`src/rtl/bitwise_seq_ctrl_pkg.sv`:
```
// Shared definitions for the bitwise sequencer: opcode values and FSM states.
package bitwise_defs;

  localparam logic [1:0] OP_AND = 2'b00;
  localparam logic [1:0] OP_OR  = 2'b01;
  localparam logic [1:0] OP_XOR = 2'b10;
  localparam logic [1:0] OP_NOT = 2'b11;

  typedef enum logic [2:0] {
    ST_IDLE  = 3'd0,
    ST_RD_A  = 3'd1,
    ST_RD_B  = 3'd2,
    ST_CAP_B = 3'd3,
    ST_WR    = 3'd4,
    ST_DONE  = 3'd5
  } state_t;

endpackage

```
`src/rtl/bitwise_seq_ctrl_unit8.sv`:
```
// 8-bit bitwise datapath primitives and the op-select wrapper around them.
module and8 (
  input  logic [7:0] a,
  input  logic [7:0] b,
  output logic [7:0] y
);
  assign y = a & b;
endmodule

module or8 (
  input  logic [7:0] a,
  input  logic [7:0] b,
  output logic [7:0] y
);
  assign y = a | b;
endmodule

module xor8 (
  input  logic [7:0] a,
  input  logic [7:0] b,
  output logic [7:0] y
);
  assign y = a ^ b;
endmodule

module not8 (
  input  logic [7:0] a,
  output logic [7:0] y
);
  assign y = ~a;
endmodule

module bitwise_unit8
  import bitwise_defs::*;
(
  input  logic [7:0] a,
  input  logic [7:0] b,
  input  logic [1:0] op,
  output logic [7:0] y
);

  logic [7:0] y_and, y_or, y_xor, y_not;

  and8 u_and (.a(a), .b(b), .y(y_and));
  or8  u_or  (.a(a), .b(b), .y(y_or));
  xor8 u_xor (.a(a), .b(b), .y(y_xor));
  not8 u_not (.a(a), .y(y_not));

  // 4:1 result select on the opcode
  always_comb begin
    y = '0;
    case (op)
      OP_AND:  y = y_and;
      OP_OR:   y = y_or;
      OP_XOR:  y = y_xor;
      default: y = y_not;
    endcase
  end

endmodule

```
`src/rtl/bitwise_seq_ctrl.sv`:
```
// Sequencer walking a byte block through the bitwise datapath via a
// single-port synchronous RAM: read A, read B, capture B, write result.
module bitwise_seq_ctrl
  import bitwise_defs::*;
#(
  parameter int ADDR_W = 8
) (
  input  logic              clock,
  input  logic              reset,
  input  logic              start,
  input  logic [1:0]        opcode,
  input  logic [ADDR_W-1:0] src_a_base,
  input  logic [ADDR_W-1:0] src_b_base,
  input  logic [ADDR_W-1:0] dst_base,
  input  logic [ADDR_W-1:0] length,
  output logic [ADDR_W-1:0] mem_addr,
  output logic              mem_rd_en,
  input  logic [7:0]        mem_rdata,
  output logic              mem_wr_en,
  output logic [7:0]        mem_wdata,
  output logic              busy,
  output logic              done
);

  state_t            state, state_n;
  logic [1:0]        op_q;
  logic [ADDR_W-1:0] a_base_q, b_base_q, d_base_q, len_q, idx;
  logic [7:0]        reg_a, reg_b, result;
  logic              accept, last;

  assign accept = (state == ST_IDLE) && start;
  assign last   = (idx == len_q - ADDR_W'(1));

  bitwise_unit8 u_unit (.a(reg_a), .b(reg_b), .op(op_q), .y(result));

  // State register
  always_ff @(posedge clock or posedge reset) begin
    if (reset) state <= ST_IDLE;
    else       state <= state_n;
  end

  // Command latch, byte index and operand capture
  always_ff @(posedge clock or posedge reset) begin
    if (reset) begin
      op_q     <= '0;
      a_base_q <= '0;
      b_base_q <= '0;
      d_base_q <= '0;
      len_q    <= '0;
      idx      <= '0;
      reg_a    <= '0;
      reg_b    <= '0;
    end else begin
      if (accept) begin
        op_q     <= opcode;
        a_base_q <= src_a_base;
        b_base_q <= src_b_base;
        d_base_q <= dst_base;
        len_q    <= length;
        idx      <= '0;
      end
      // Read data for the address issued one cycle earlier arrives here
      if (state == ST_RD_B)  reg_a <= mem_rdata;
      if (state == ST_CAP_B) reg_b <= mem_rdata;
      if (state == ST_WR && !last) idx <= idx + ADDR_W'(1);
    end
  end

  // Next-state and RAM/handshake outputs
  always_comb begin
    state_n   = state;
    mem_addr  = '0;
    mem_rd_en = 1'b0;
    mem_wr_en = 1'b0;
    mem_wdata = '0;
    busy      = (state != ST_IDLE);
    done      = 1'b0;
    case (state)
      ST_IDLE: begin
        if (start) state_n = (length != '0) ? ST_RD_A : ST_DONE;
      end
      ST_RD_A: begin
        mem_addr  = a_base_q + idx;
        mem_rd_en = 1'b1;
        state_n   = ST_RD_B;
      end
      ST_RD_B: begin
        mem_addr  = b_base_q + idx;
        mem_rd_en = 1'b1;
        state_n   = ST_CAP_B;
      end
      ST_CAP_B: state_n = ST_WR;
      ST_WR: begin
        mem_addr  = d_base_q + idx;
        mem_wr_en = 1'b1;
        mem_wdata = result;
        state_n   = last ? ST_DONE : ST_RD_A;
      end
      ST_DONE: begin
        done    = 1'b1;
        state_n = ST_IDLE;
      end
      default: state_n = ST_IDLE;
    endcase
  end

endmodule

```
`config.mk`:
```
export PLATFORM = sky130hd
export DESIGN_NAME = bitwise_seq_ctrl
export DESIGN_NICKNAME = d
export VERILOG_FILES = /design/src/rtl/bitwise_seq_ctrl_pkg.sv /design/src/rtl/bitwise_seq_ctrl_unit8.sv /design/src/rtl/bitwise_seq_ctrl.sv
export SDC_FILE = /design/constraint.sdc
export NUM_CORES = 1
export LEC_CHECK = 0
export ABC_AREA = 0
export CAP_MARGIN = 20
export CORE_MARGIN = 2
export CORE_UTILIZATION = 57
export CTS_CLUSTER_DIAMETER = 100
export DETAILED_ROUTE_END_ITERATION = 8
export PLACE_DENSITY = 0.85
export SLEW_MARGIN = 20
export SYNTH_ARGS = -nofsm -noshare
export SYNTH_HDL_FRONTEND = slang
export SYNTH_SLANG_ARGS = --single-unit
```
`constraint.sdc`:
```
create_clock -name clock -period 4.5 [get_ports clock]
set_input_delay 0.45 -clock clock [delete_from_list [all_inputs] [get_ports clock]]
set_output_delay 0.45 -clock clock [all_outputs]
set_load 0.03 [all_outputs]
```
* Yosys cells after proc, flatten, opt, wreduce, memory -nomap -nowiden
Index checks and enable logic that the tools add are counted.
** Word-level totals
- Register bits :: 61
- Bits in latches :: 0
- Bits in writable memories :: 0
- Memory bits (read-only) :: 0
- Output and inout bits :: 20
- Memories :: 0
** Operators by class
- Add/sub/neg operators :: 5
- Multipliers :: 0
- Divide/modulo/power cells :: 0
- $lt $le $gt $ge :: 0
- Eq/ne operators :: 9
- Shift operators :: 0
- Mux-type cells :: 12
- Bitwise gates (word level) :: 4
- Reduce and logical (&&, ||, !) cells :: 9
** Operator list (number)
- $pmux W8 S3 :: 2
- $add A8 B8 Y8 :: 3
- $mux W8 :: 3
- $pmux W3 S5 :: 1
- $mux W3 :: 3
- $add A8 B1 Y8 const B :: 1
- $and A8 B8 Y8 :: 1
- $eq A8 B8 Y1 :: 1
- $not A8 Y8 :: 1
- $or A8 B8 Y8 :: 1
- $reduce_bool A8 Y1 :: 1
- $sub A8 B1 Y8 const B :: 1
- $xor A8 B8 Y8 :: 1
- $eq A3 B2 Y1 const B :: 2
- $eq A3 B3 Y1 const B :: 2
- $eq A3 B1 Y1 const B :: 1
- $logic_not A3 Y1 :: 1
- $mux W1 :: 3
- $reduce_bool A3 Y1 :: 1
- $eq A2 B1 Y1 const B :: 1
- $eq A2 B2 Y1 const B :: 1
- $logic_and A1 B1 Y1 :: 2
- $logic_not A2 Y1 :: 1
- $ne A2 B2 Y1 const B :: 1
- other kinds (3) :: 3

* Logic depth before layout (Yosys ltp)
Gate-level depths: netlist of the first run.
- Word-level depth :: 5
- Mapped depth :: 16
- Mapped depth without buffers :: 14

* Cells and area by module
A second synthesis of the first run with hierarchy kept.
** Second synthesis, totals
- Cells, all modules :: 397
- Area total of the unflattened synthesis :: 3649.8 um^2
** By module, submodules not included
- bitwise_seq_ctrl :: instances 1, cells an instance 355, area each 3253.1 um^2, sequential area each 1526.5 um^2
- bitwise_unit8 :: instances 1, cells an instance 10, area each 196.4 um^2, sequential area each 0.0 um^2
- xor8 :: instances 1, cells an instance 8, area each 70.1 um^2, sequential area each 0.0 um^2
- and8 :: instances 1, cells an instance 8, area each 50.0 um^2, sequential area each 0.0 um^2
- or8 :: instances 1, cells an instance 8, area each 50.0 um^2, sequential area each 0.0 um^2
- not8 :: instances 1, cells an instance 8, area each 30.0 um^2, sequential area each 0.0 um^2

* Worst setup path before layout of the first run
OpenSTA, ideal clock, no wires.
- Path type :: flip-flop to output port
- From :: register state[1]
- To :: output mem_addr[6]
- Arrival time :: 3.285 ns
- Data required time :: 4.050 ns
- Path slack :: 0.765 ns
- Cell stages (with the launch flop) :: 16
- Buffers on the path :: 4
- Path through :: dfrtp_1 -> buf_6 -> or3b_1 -> buf_2 -> clkinv_2 -> buf_2 -> buf_2 -> a22oi_1 -> nand2_1 -> ha_1 -> nor2b_1 -> o21ai_0 -> a21oi_1 -> o21ai_0 -> a21boi_0 -> nor3_1
** Between the ends
- Longest elaborated chain between the ends :: 2
- Elaborated cells on any way between the ends :: 4
- Classes of those cells :: eq/ne: 3; mux: 1
** Ends and longest elaborated chain
- from (decl) :: RTL line bitwise_seq_ctrl.sv:25 : state_t state, state_n;
- from (signal assigned) :: RTL line bitwise_seq_ctrl.sv:39 : else state <= state_n;
- $eq A3 B3 Y1, or another cell as far along :: RTL line bitwise_seq_ctrl.sv:78 : case (state)
- $pmux W8 S3 (*) :: RTL line bitwise_seq_ctrl.sv:78
- to (decl) :: RTL line bitwise_seq_ctrl.sv:16 : output logic [ADDR_W-1:0] mem_addr,
Every way passes the cells marked *; elsewhere a longest branch is shown, timed or not.

* Worst setup path in the final report of the first run
- From :: register state[1]
- To :: output mem_addr[7]
Same word-level chain as after synthesis.

==> results of run 1 <==
## stage by stage
step	setup slack, ns	util [%]	std cells	total power (µW)
detailed placement	0.4820	69.20	550	2783
finish	0.4072	73.40	566	3407
global route	0.2311	73.40	566	3668
CTS	0.07137	73.07	566	3393
floorplan	0.7652	-	423	2265
global placement	0.5958	69.20	550	2686
## cell families after synthesis
kind of cell             after synthesis
flip-flops                            61
XOR/XNOR                              18
multiplexers                          17
AO/OA/AOI/OAI                         50
adder cells (fa/ha/maj)               26
AND/OR/NAND/NOR                      200
buffers and inverters                 51
## metal layers
layer / GRT usage (%) / vias up
met1: 33.42 / 1506
li1: - / 1517
met3: 4.621 / 19
met4: 12.84 / 0
met2: 44.44 / 88
met5: 0 / -
## cells in the mapped netlist, types with 2 or more instances
library cell,count,area (µm²)
a211oi_1,4,30.03
a21boi_0,2,15.01
a21o_1,2,15.01
a21oi_1,11,55.05
a221o_1,2,20.02
a22o_1,2,17.52
a22oi_1,6,45.04
a31oi_1,2,12.51
and2_1,6,37.54
and3_1,3,18.77
and3b_1,2,17.52
and4_1,2,17.52
buf_2,4,20.02
clkbuf_1,11,41.29
dfrtp_1,61,1526
ha_1,25,312.8
inv_1,32,120.1
mux2_2,10,112.6
mux2i_1,2,20.02
mux4_2,5,112.6
nand2_1,127,476.7
nand3_1,4,20.02
nand3b_1,3,22.52
nor2_1,27,101.4
nor2b_1,6,37.54
nor3_1,8,40.04
nor3_2,2,20.02
nor4_1,2,12.51
o21ai_0,14,70.07
o22ai_1,2,12.51
xnor2_1,12,105.1
xor2_1,6,52.55
## worst register-to-register path: stages (launching register included)
cell     delay [ns]
dfrtp_1        0.42
inv_1          0.08
ha_1           0.26
nor2b_1        0.16
or3_1          0.34
a31oi_1        0.24
nand4_2        0.24
nand2_1        0.24
mux2_2         0.35
## power breakdown
group / switching, µW / internal, µW
combinational: 981 / 767
sequential: 271 / 795
clock: 221 / 372
## worst max-delay path by stage
| stage | slack (ns) | to | cells after the start |
|---|---|---|---|
| 5_1_grt | 0.23 | mem_addr[4] | 12 |
| 4_1_cts | 0.07 | mem_addr[6] | 14 |
| 3_5_place_dp | 0.48 | mem_addr[6] | 14 |
| 2_1_floorplan | 0.77 | mem_addr[6] | 15 |
| 6_report | 0.41 | mem_addr[7] | 13 |
| 3_3_place_gp | 0.60 | mem_addr[6] | 14 |
## cell usage in the layout (no fill, tap or decap), types with 6 or more instances in the layout
cell type	Yosys	final
nand2_1	127	126
xor2_1	6	6
and2_1	6	6
nor2b_1	6	6
dfrtp_1	61	60
a21oi_1	11	11
mux2_2	10	10
xnor2_1	12	12
inv_1	32	31
nor2_1	27	27
o21ai_0	14	14
clkdlybuf4s50_1	0	61
ha_1	25	25
a22oi_1	6	6
nor3_1	8	8
clkbuf_8	0	13
## timing repair
item / 4_1_cts / 5_1_grt
endpoints found under the hold margin: 0 / 0
endpoints found under the setup margin: 0 / 2
setup buffers: 0 / 0
gates resized for setup: 0 / 6
## registers in the layout, indices dropped and copies added, names as in the netlist
register,count
a_base_q,8
b_base_q,8
d_base_q,8
idx,8
len_q,8
reg_a,8
reg_b,8
state,3
op_q,2
## cell type report
| type | instances | area [µm²] |
|---|---|---|
| Clock inverter | 3 | 65.06 |
| Tap cell | 77 | 96.34 |
| Sequential cell | 61 | 1528 |
| Multi-Input combinational cell | 311 | 1967 |
| Fill cell | 482 | 1679 |
| Timing Repair Buffer | 68 | 673.1 |
| Inverter | 33 | 126.4 |
| Clock buffer | 13 | 178.9 |
==> run metrics, run 1 <==
setup TNS=0 ns; Final Setup Violations=0; total grt overflow=0; Post-Synth Simple-Gate Area=24.32%; PwrDens=735.1 mW/mm²; post-synthesis xor/xnor area fraction=4.274%; max-slew violations=0; vias per cell=5.530; Crit Path Category=reg -> out; Num CTS Buffers=9; IO buf count=64; fin crit period=4.093 ns; Crit path required time=4.05 ns; DRT Pass-1 Iters=4; Max Cap Viol=0; drt total wl=8798 µm; IO Pins=65; fin crit share=90.95%; first-pass GRT wire length=14,870 µm; Design Area, Final=0.004634 mm²; post-synthesis mux area share=6.649%; FF-to-FF Start=len_q[0]$_DFFE_PP0P_; met1 WL=3845 µm; initial antenna violation count=0; Layout Nets=555; Post-synth EDFFs=0; RSZ-0062 raised after global routing=false; crit path from=state[1]$_DFFE_PP0P_; Final Hold Viols=0; Startpoint Class=register; Crit path buffers/inverters=2; clock slew at reported path FFs=0.07 ns; vias in the first global route=3,209; CP Cell Sequence=or3b_1 > inv_4 > nor2_4 > and2_0 > a221o_1 > ha_1 > a21o_1 > a21oi_1 > o22ai_1 > o41ai_1 > xnor2_1 > nor2_1 > buf_4; Worst setup EP type=primary output; Compound-Gate Fraction of Synth Area=8.684%; synth unique cells=48; Synth Register Bits=61; fmax=244.3 MHz; main combinational cell family by area after synthesis=simple AND/OR/NAND/NOR gates; Max Used Layer=met4; Worst Hold Path Cells=2; Max stage delay cell, worst path=dfrtp_1; Die Area=0.007131 mm²; Final Wtd Congestion=0.8612; Syn Nets=494; ANT cells=0; Detail Route Antenna Nets=0; chip width=84.45 µm; outcome=complete, no violations; async set-reset flop share out of synthesis=100.0%; metal3 WL=433 µm; sequential share of the synthesized area=41.38%; clock buffer depth=2; Synth Area in Adders=9.023%; Cell Rows=29; worst min path class=reg -> reg; DR iter-0 viols=226; share of cells above drive strength 1=9.816%; via count=3,130; root buffer cell=clkbuf_8; TritonCTS clock tree=done; hold buffer count at cts=0; DP HPWL=6374 µm; drt wl/cell=15.54 µm; Max transition margin=52.09%; worst IR drop on VDD=0.4963 mV; Area Growth Syn to Fin=25.64%; die height=84.45 µm; Synth Warn #=0; Fin Hold WS=0.4832 ns; largest net degree at the start of global routing=35; hold wc startpoint=b_base_q[4]$_DFFE_PP0P_; Worst R2R End=idx[1]$_DFFE_PP0P_; clk sinks=61; Core ar.=0.006314 mm²; Hold Crit Endpoint=b_base_q[4]$_DFFE_PP0P_; Syn Std Cell Area=0.003689 mm²; Worst path top cell family by delay=compound AO/OA/AOI/OAI gates; Synth Instances=423; dpl cell area=0.004369 mm²; Max FO, Critical Path=22; Post-synth top flop=dfrtp_1; Initial Util=58.42%; clock skew=0.004641 ns; Least-Margin Pin Slew=0.7187 ns; worst-skew pair later-pin latency=0.35 ns; Met2 Routed Length=4299 µm; Post-Syn Area per Cell=8.720 µm²; Global Route Usage Sum=26.52%; DRC=0; crit path DAT=3.64 ns; H-tree depth=3; Leak=0.002263 µW; Crit path largest cell delay=0.49 ns; Worst R2R Setup Slack=2.06 ns; R2R cell count=8
Power figures use the tool's default switching activity.
==> run 2: changes to the inputs <==
--- a/config.mk
+++ b/config.mk
@@ -7,6 +7,7 @@
 export LEC_CHECK = 0
 export ABC_AREA = 0
 export CAP_MARGIN = 20
+export CORE_ASPECT_RATIO = 0.75
 export CORE_MARGIN = 2
 export CORE_UTILIZATION = 57
 export CTS_CLUSTER_DIAMETER = 100
==> run 2 against run 1 <==
Highest routed layer unchanged. Combinational power about the same. Worst setup slack worse by 0.27 ns. Core utilization up 0.068 points. Via count up 1.3%. Sequential share of layout area up 0.080 points. Critical endpoint is now mem_addr[5]. Critical path depth unchanged. Clock power down 4.2%.
==> run metrics, run 2 (synthesis results as in run 1) <==
drt wl/cell=15.51 µm (-0.23%); FF-to-FF Start=len_q[0]$_DFFE_PP0P_; Initial Util=58.67% (+0.24 points); Cell Rows=25 (-14%); Multi-input gate area=0.001963 mm² (-0.19%); clock skew=0.01384 ns (+0.009202 ns); Core ar.=0.006287 mm² (-0.42%); clock buffer depth=2 (unchanged); crit path from=state[2]$_DFFE_PP0P_; Fin Hold WS=0.4817 ns (-0.001516 ns); worst IR drop on VDD=0.3211 mV (-35%); Max Cap Viol=0 (unchanged); Max Used Layer=met4; placed insts=554 (+0.73%); TritonCTS clock tree=done; metal3 WL=555 µm (+28%); total grt overflow=0 (unchanged); outcome=complete, no violations; Final Wtd Congestion=0.8754 (+1.6%); Num CTS Buffers=9 (unchanged); IO buf count=64 (unchanged); RSZ-0062 raised after global routing=false; drt total wl=8840 µm (+0.48%); fin util=73.47% (about the same); DR iter-0 viols=176 (-22%); first-pass GRT wire length=14,980 µm (+0.74%); clk sinks=61 (unchanged); Layout Nets=555 (unchanged); root buffer cell=clkbuf_8; max-slew violations=0 (unchanged); fin crit period=4.365 ns (+0.2719 ns); largest net degree at the start of global routing=35 (unchanged); Crit Path Category=reg -> out; commonest non-fill, non-tap cell in the layout=nand2_1; PwrDens=730.8 mW/mm² (-0.58%); DRC=0 (unchanged); Global Route Usage Sum=26.51% (about the same); crit path DAT=3.91 ns (+0.27 ns); vias per cell=5.565 (+0.63%); hold wc startpoint=d_base_q[1]$_DFFE_PP0P_; via count=3,172 (+1.3%); die height=73.67 µm (-13%); Final WS setup=0.1353 ns (-0.2719 ns); setup TNS=0 ns (unchanged); Crit path required time=4.05 ns (about the same); initial antenna violation count=0 (unchanged); worst-skew pair later-pin latency=0.35 ns (about the same); Sequential cell area=0.001526 mm² (about the same); Die Area=0.007137 mm² (about the same); Final Hold Viols=0 (unchanged); Max transition margin=54.89% (+2.8 points); Post-Layout Cell Count=570 (+0.71%); hold buffer count at cts=0 (unchanged); Met2 Routed Length=4342 µm (+1.0%); fmax=229.1 MHz (-6.2%); Worst R2R Setup Slack=2.10 ns (+0.04 ns); ANT cells=0 (unchanged); IO Pins=65 (unchanged); R2R cell count=8 (unchanged); worst min path class=reg -> reg; number of fillers in the final layout=457 (-5.2%); Max FO, Critical Path=10 (-55%); met1 WL=3836 µm (-0.23%); Least-Margin Pin Slew=0.6767 ns (-0.04202 ns); clock slew at reported path FFs=0.07 ns (about the same); pre-CTS setup slack=0.2962 ns (-0.1858 ns); share of cells above drive strength 1=9.816% (unchanged); Leak=0.002240 µW (-0.99%); Detail Route Antenna Nets=0 (unchanged); DP HPWL=6565 µm (+3.0%); vias in the first global route=3,213 (+0.12%); Worst R2R End=idx[1]$_DFFE_PP0P_; Worst setup EP type=primary output; H-tree depth=3 (unchanged); chip width=96.89 µm (+15%); Area Growth Syn to Fin=25.24%; Final Setup Violations=0 (unchanged); DRT Pass-1 Iters=5 (+1); fin crit share=96.99% (+6.0 points); Startpoint Class=register; Critical Path Sink=mem_addr[5]; commonest non-fill, non-tap cells in the layout=nand2_1 (126), clkdlybuf4s50_1 (62), dfrtp_1 (61), inv_1 (31), nor2_1 (27)
run 2: how the worst min path moves through the flow:
stage          depth (start not counted)  slack (ns)                      end
2_1_floorplan                          2        0.44  a_base_q[1]$_DFFE_PP0P_
3_3_place_gp                           2        0.46  a_base_q[1]$_DFFE_PP0P_
3_5_place_dp                           2        0.46  a_base_q[1]$_DFFE_PP0P_
4_1_cts                                2        0.48  a_base_q[1]$_DFFE_PP0P_
5_1_grt                                2        0.52  b_base_q[0]$_DFFE_PP0P_
6_report                               2        0.48  d_base_q[1]$_DFFE_PP0P_
run 2: layer usage:
metal  track usage (%)  up-vias
li1                  -     1516
met1             33.77     1530
met2             46.68      112
met3             7.136       14
met4             5.008        0
met5                 0        -
run 2: area by class of cell:
type,instances,area share [%]
tap,81,2.194
clock buffer,11,3.277
inverter,33,2.709
clock inverter,5,1.761
timing repair buffer,68,14.52
multi-input combinational,311,42.50
sequential,61,33.04
run 2: through the flow:
stage / area [µm²] / total power, µW
global route: 4619 / 3637
finish: 4619 / 3376
CTS: 4609 / 3376
detailed placement: 4374 / 2789
floorplan: 3689 / 2265
global placement: 4374 / 2687
run 2: power breakdown:
part           internal, µW  switching [µW]  leakage (µW)
logic                   769             975       0.00136
registers               793             271      0.000764
clock network           343             225      0.000116
run 2: what timing repair did:
item / CTS / global route
buffers inserted: 0 / 0
endpoints found under the hold margin: 0 / 0
setup endpoints to repair: 1 / 2
resized for setup: 1 / 2
run 2: critical path: stages (launching register included):
cell and delay [ns]:
dfrtp_1 0.51, or3b_4 0.49, clkinv_2 0.15, nor2_4 0.08, and2_0 0.18, a221o_1 0.30
ha_1 0.29, a21o_1 0.16, a21oi_1 0.26, o22ai_1 0.17, nor2_1 0.13, xor2_1 0.08
nor2_1 0.09, clkdlybuf4s50_1 0.68
==> run 3: changes to the inputs <==
--- a/config.mk
+++ b/config.mk
@@ -9,10 +9,10 @@
 export CAP_MARGIN = 20
 export CORE_ASPECT_RATIO = 0.75
 export CORE_MARGIN = 2
-export CORE_UTILIZATION = 57
+export CORE_UTILIZATION = 51
 export CTS_CLUSTER_DIAMETER = 100
 export DETAILED_ROUTE_END_ITERATION = 8
-export PLACE_DENSITY = 0.85
+export PLACE_DENSITY = 0.78
 export SLEW_MARGIN = 20
 export SYNTH_ARGS = -nofsm -noshare
 export SYNTH_HDL_FRONTEND = slang
==> run 3 against run 2 <==
Global-route usage decreased by 4.0 points. Flip-flop and latch count unchanged. Sequential share of layout area about the same. Combinational power about the same. Clock power decreased by 9.9%. Worst setup slack improved by 0.18 ns. Critical path type unchanged. Largest cell class unchanged. Largest power group unchanged. Highest routed layer unchanged.
==> run metrics, run 3 (synthesis results as in run 1) <==
Final Hold Viols=0 (unchanged); chip width=102.2 µm (+5.5%); first-pass GRT wire length=13,870 µm (-7.4%); IO buf count=64 (unchanged); clock skew=0.01465 ns (+0.0008038 ns); vias in the first global route=2,979 (-7.3%); max-slew violations=0 (unchanged); Num CTS Buffers=9 (unchanged); IO Pins=65 (unchanged); Worst R2R Setup Slack=2.07 ns (-0.03 ns); DRC=0 (unchanged); pre-CTS setup slack=0.3754 ns (+0.07916 ns); drt total wl=8353 µm (-5.5%); Crit path largest cell delay=0.52 ns (-0.16 ns); placed insts=571 (+3.1%); Max stage delay cell, worst path=dfrtp_1; H-tree depth=3 (unchanged); worst min path class=reg -> reg; drt wl/cell=14.23 µm (-8.2%); Final Wtd Congestion=0.8849 (+1.1%); crit path DAT=3.73 ns (-0.18 ns); Worst setup EP type=primary output; PwrDens=709.8 mW/mm² (-2.9%); Least-Margin Pin Slew=0.6634 ns (-0.01331 ns); Crit path buffers/inverters=2 (unchanged); postcts setup bufs=0 (unchanged); Worst path top cell family by delay=compound AO/OA/AOI/OAI gates; Post-Layout Cell Count=587 (+3.0%); CP Cell Sequence=or3b_1 > inv_4 > nor2_4 > and2_0 > a221o_1 > ha_1 > a21o_1 > a21oi_1 > o22ai_1 > o41ai_1 > xnor2_1 > nor2_1 > buf_4; root buffer cell=clkbuf_8; initial antenna violation count=0 (unchanged); Max Cap Viol=0 (unchanged); commonest non-fill, non-tap cell in the layout=nand2_1; clock slew at reported path FFs=0.08 ns (about the same); Startpoint Class=register; dpl cell area=0.004395 mm² (+0.49%); TritonCTS clock tree=done; ANT cells=0 (unchanged); Max FO, Critical Path=22 (+12); clock buffer depth=2 (unchanged); DP HPWL=6129 µm (-6.6%); RSZ-0062 raised after global routing=false; Global Route Usage Sum=22.47% (-4.0 points); fin crit period=4.183 ns (-0.1817 ns); worst-skew pair later-pin latency=0.35 ns (about the same); via count=3,068 (-3.3%); Detail Route Antenna Nets=0 (unchanged); Crit path required time=4.05 ns (about the same); fmax=239.1 MHz (+4.3%); outcome=complete, no violations; DR iter-0 viols=148 (-16%); Cell Rows=26 (+4.0%); Initial Util=53.48% (-5.2 points); fin crit share=92.95% (-4.0 points); die height=77.65 µm (+5.4%); Max transition margin=55.62% (+0.73 points); Design Area, Final=0.004613 mm² (-0.14%); hold buffer count at cts=0 (unchanged); Fin Hold WS=0.4747 ns (-0.006962 ns); number of fillers in the final layout=582 (+27%); Crit Path Category=reg -> out; clk sinks=61 (unchanged); commonest non-fill, non-tap cells in the layout=nand2_1 (126), dfrtp_1 (61), clkdlybuf4s50_1 (61), inv_1 (31), nor2_1 (27); worst IR drop on VDD=0.2860 mV (-11%); Core ar.=0.006897 mm² (+9.7%); share of cells above drive strength 1=9.611% (-0.20 points); largest net degree at the start of global routing=35 (unchanged); Final WS setup=0.3170 ns (+0.1817 ns); Die Area=0.007936 mm² (+11%); Leak=0.002240 µW (about the same); vias per cell=5.227 (-6.1%); DRT Pass-1 Iters=4 (-1); Area Growth Syn to Fin=25.07%; Layout Nets=555 (unchanged); Final Setup Violations=0 (unchanged); total grt overflow=0 (unchanged); setup TNS=0 ns (unchanged)
[run 3: cell count changes in the layout (fill, tap and decap cells not counted), sizes merged]
cell	delta
clkdlybuf4s50	-1
clkbuf	-2
dlymetal6s2s	+1
inv	+3
bufinv	-1
[run 3: path summary, 6_finish.rpt]
path,startpoint,end,cells past startpoint
setup reg to reg,len_q[0]$_DFFE_PP0P_,idx[1]$_DFFE_PP0P_,8
hold / removal,a_base_q[1]$_DFFE_PP0P_,a_base_q[1]$_DFFE_PP0P_,2
hold reg to reg,a_base_q[1]$_DFFE_PP0P_,a_base_q[1]$_DFFE_PP0P_,2
min in group asynchronous,reset,reg_b[0]$_DFFE_PP0N_,2
max in group asynchronous,reset,idx[6]$_DFFE_PP0P_,3
setup / recovery,state[2]$_DFFE_PP0P_,mem_addr[7],13
[run 3: repair_timing]
item                                    4_1_cts  5_1_grt
endpoints found under the setup margin        1        2
endpoints found under the hold margin         0        0
gates cloned                                  0        0
resized for setup                             1        3
[run 3: metrics by stage]
stage,total power (µW),utilization [%]
finish,3274,66.89
global route,3545,66.89
CTS,3297,66.76
detailed placement,2764,63.73
global placement,2691,63.73
floorplan,2265,-
[run 3: cell type report]
cell class,instances,area (µm²),share of cell area [%]
clock buffer,9,123.9,2.685
inverter,33,126.4,2.739
tap,98,122.6,2.658
multi-input combinational,311,1961,42.50
sequential,61,1526,33.09
timing repair buffer,68,673.1,14.59
clock inverter,7,80.08,1.736
[run 3: worst register-to-register path: stages (launching register included)]
cell     delay [ns]
dfrtp_1        0.43
inv_1          0.08
ha_1           0.26
nor2b_1        0.15
or3_1          0.34
a31oi_1        0.25
nand4_2        0.22
nand2_1        0.22
mux2_2         0.36
[run 3: where the power goes]
part	internal, µW	leakage, µW	switching (µW)
Clock	263	0.000102	249
Sequential	793	0.000764	258
Combinational	762	0.00137	949
[run 3: metal layers]
metal	wire length, µm	track usage [%]	part of all wire, %
met5	0	0	0
met4	102	6.133	1.2
met3	375	5.225	4.5
met2	4045	36.45	48
met1	3830	30.28	46
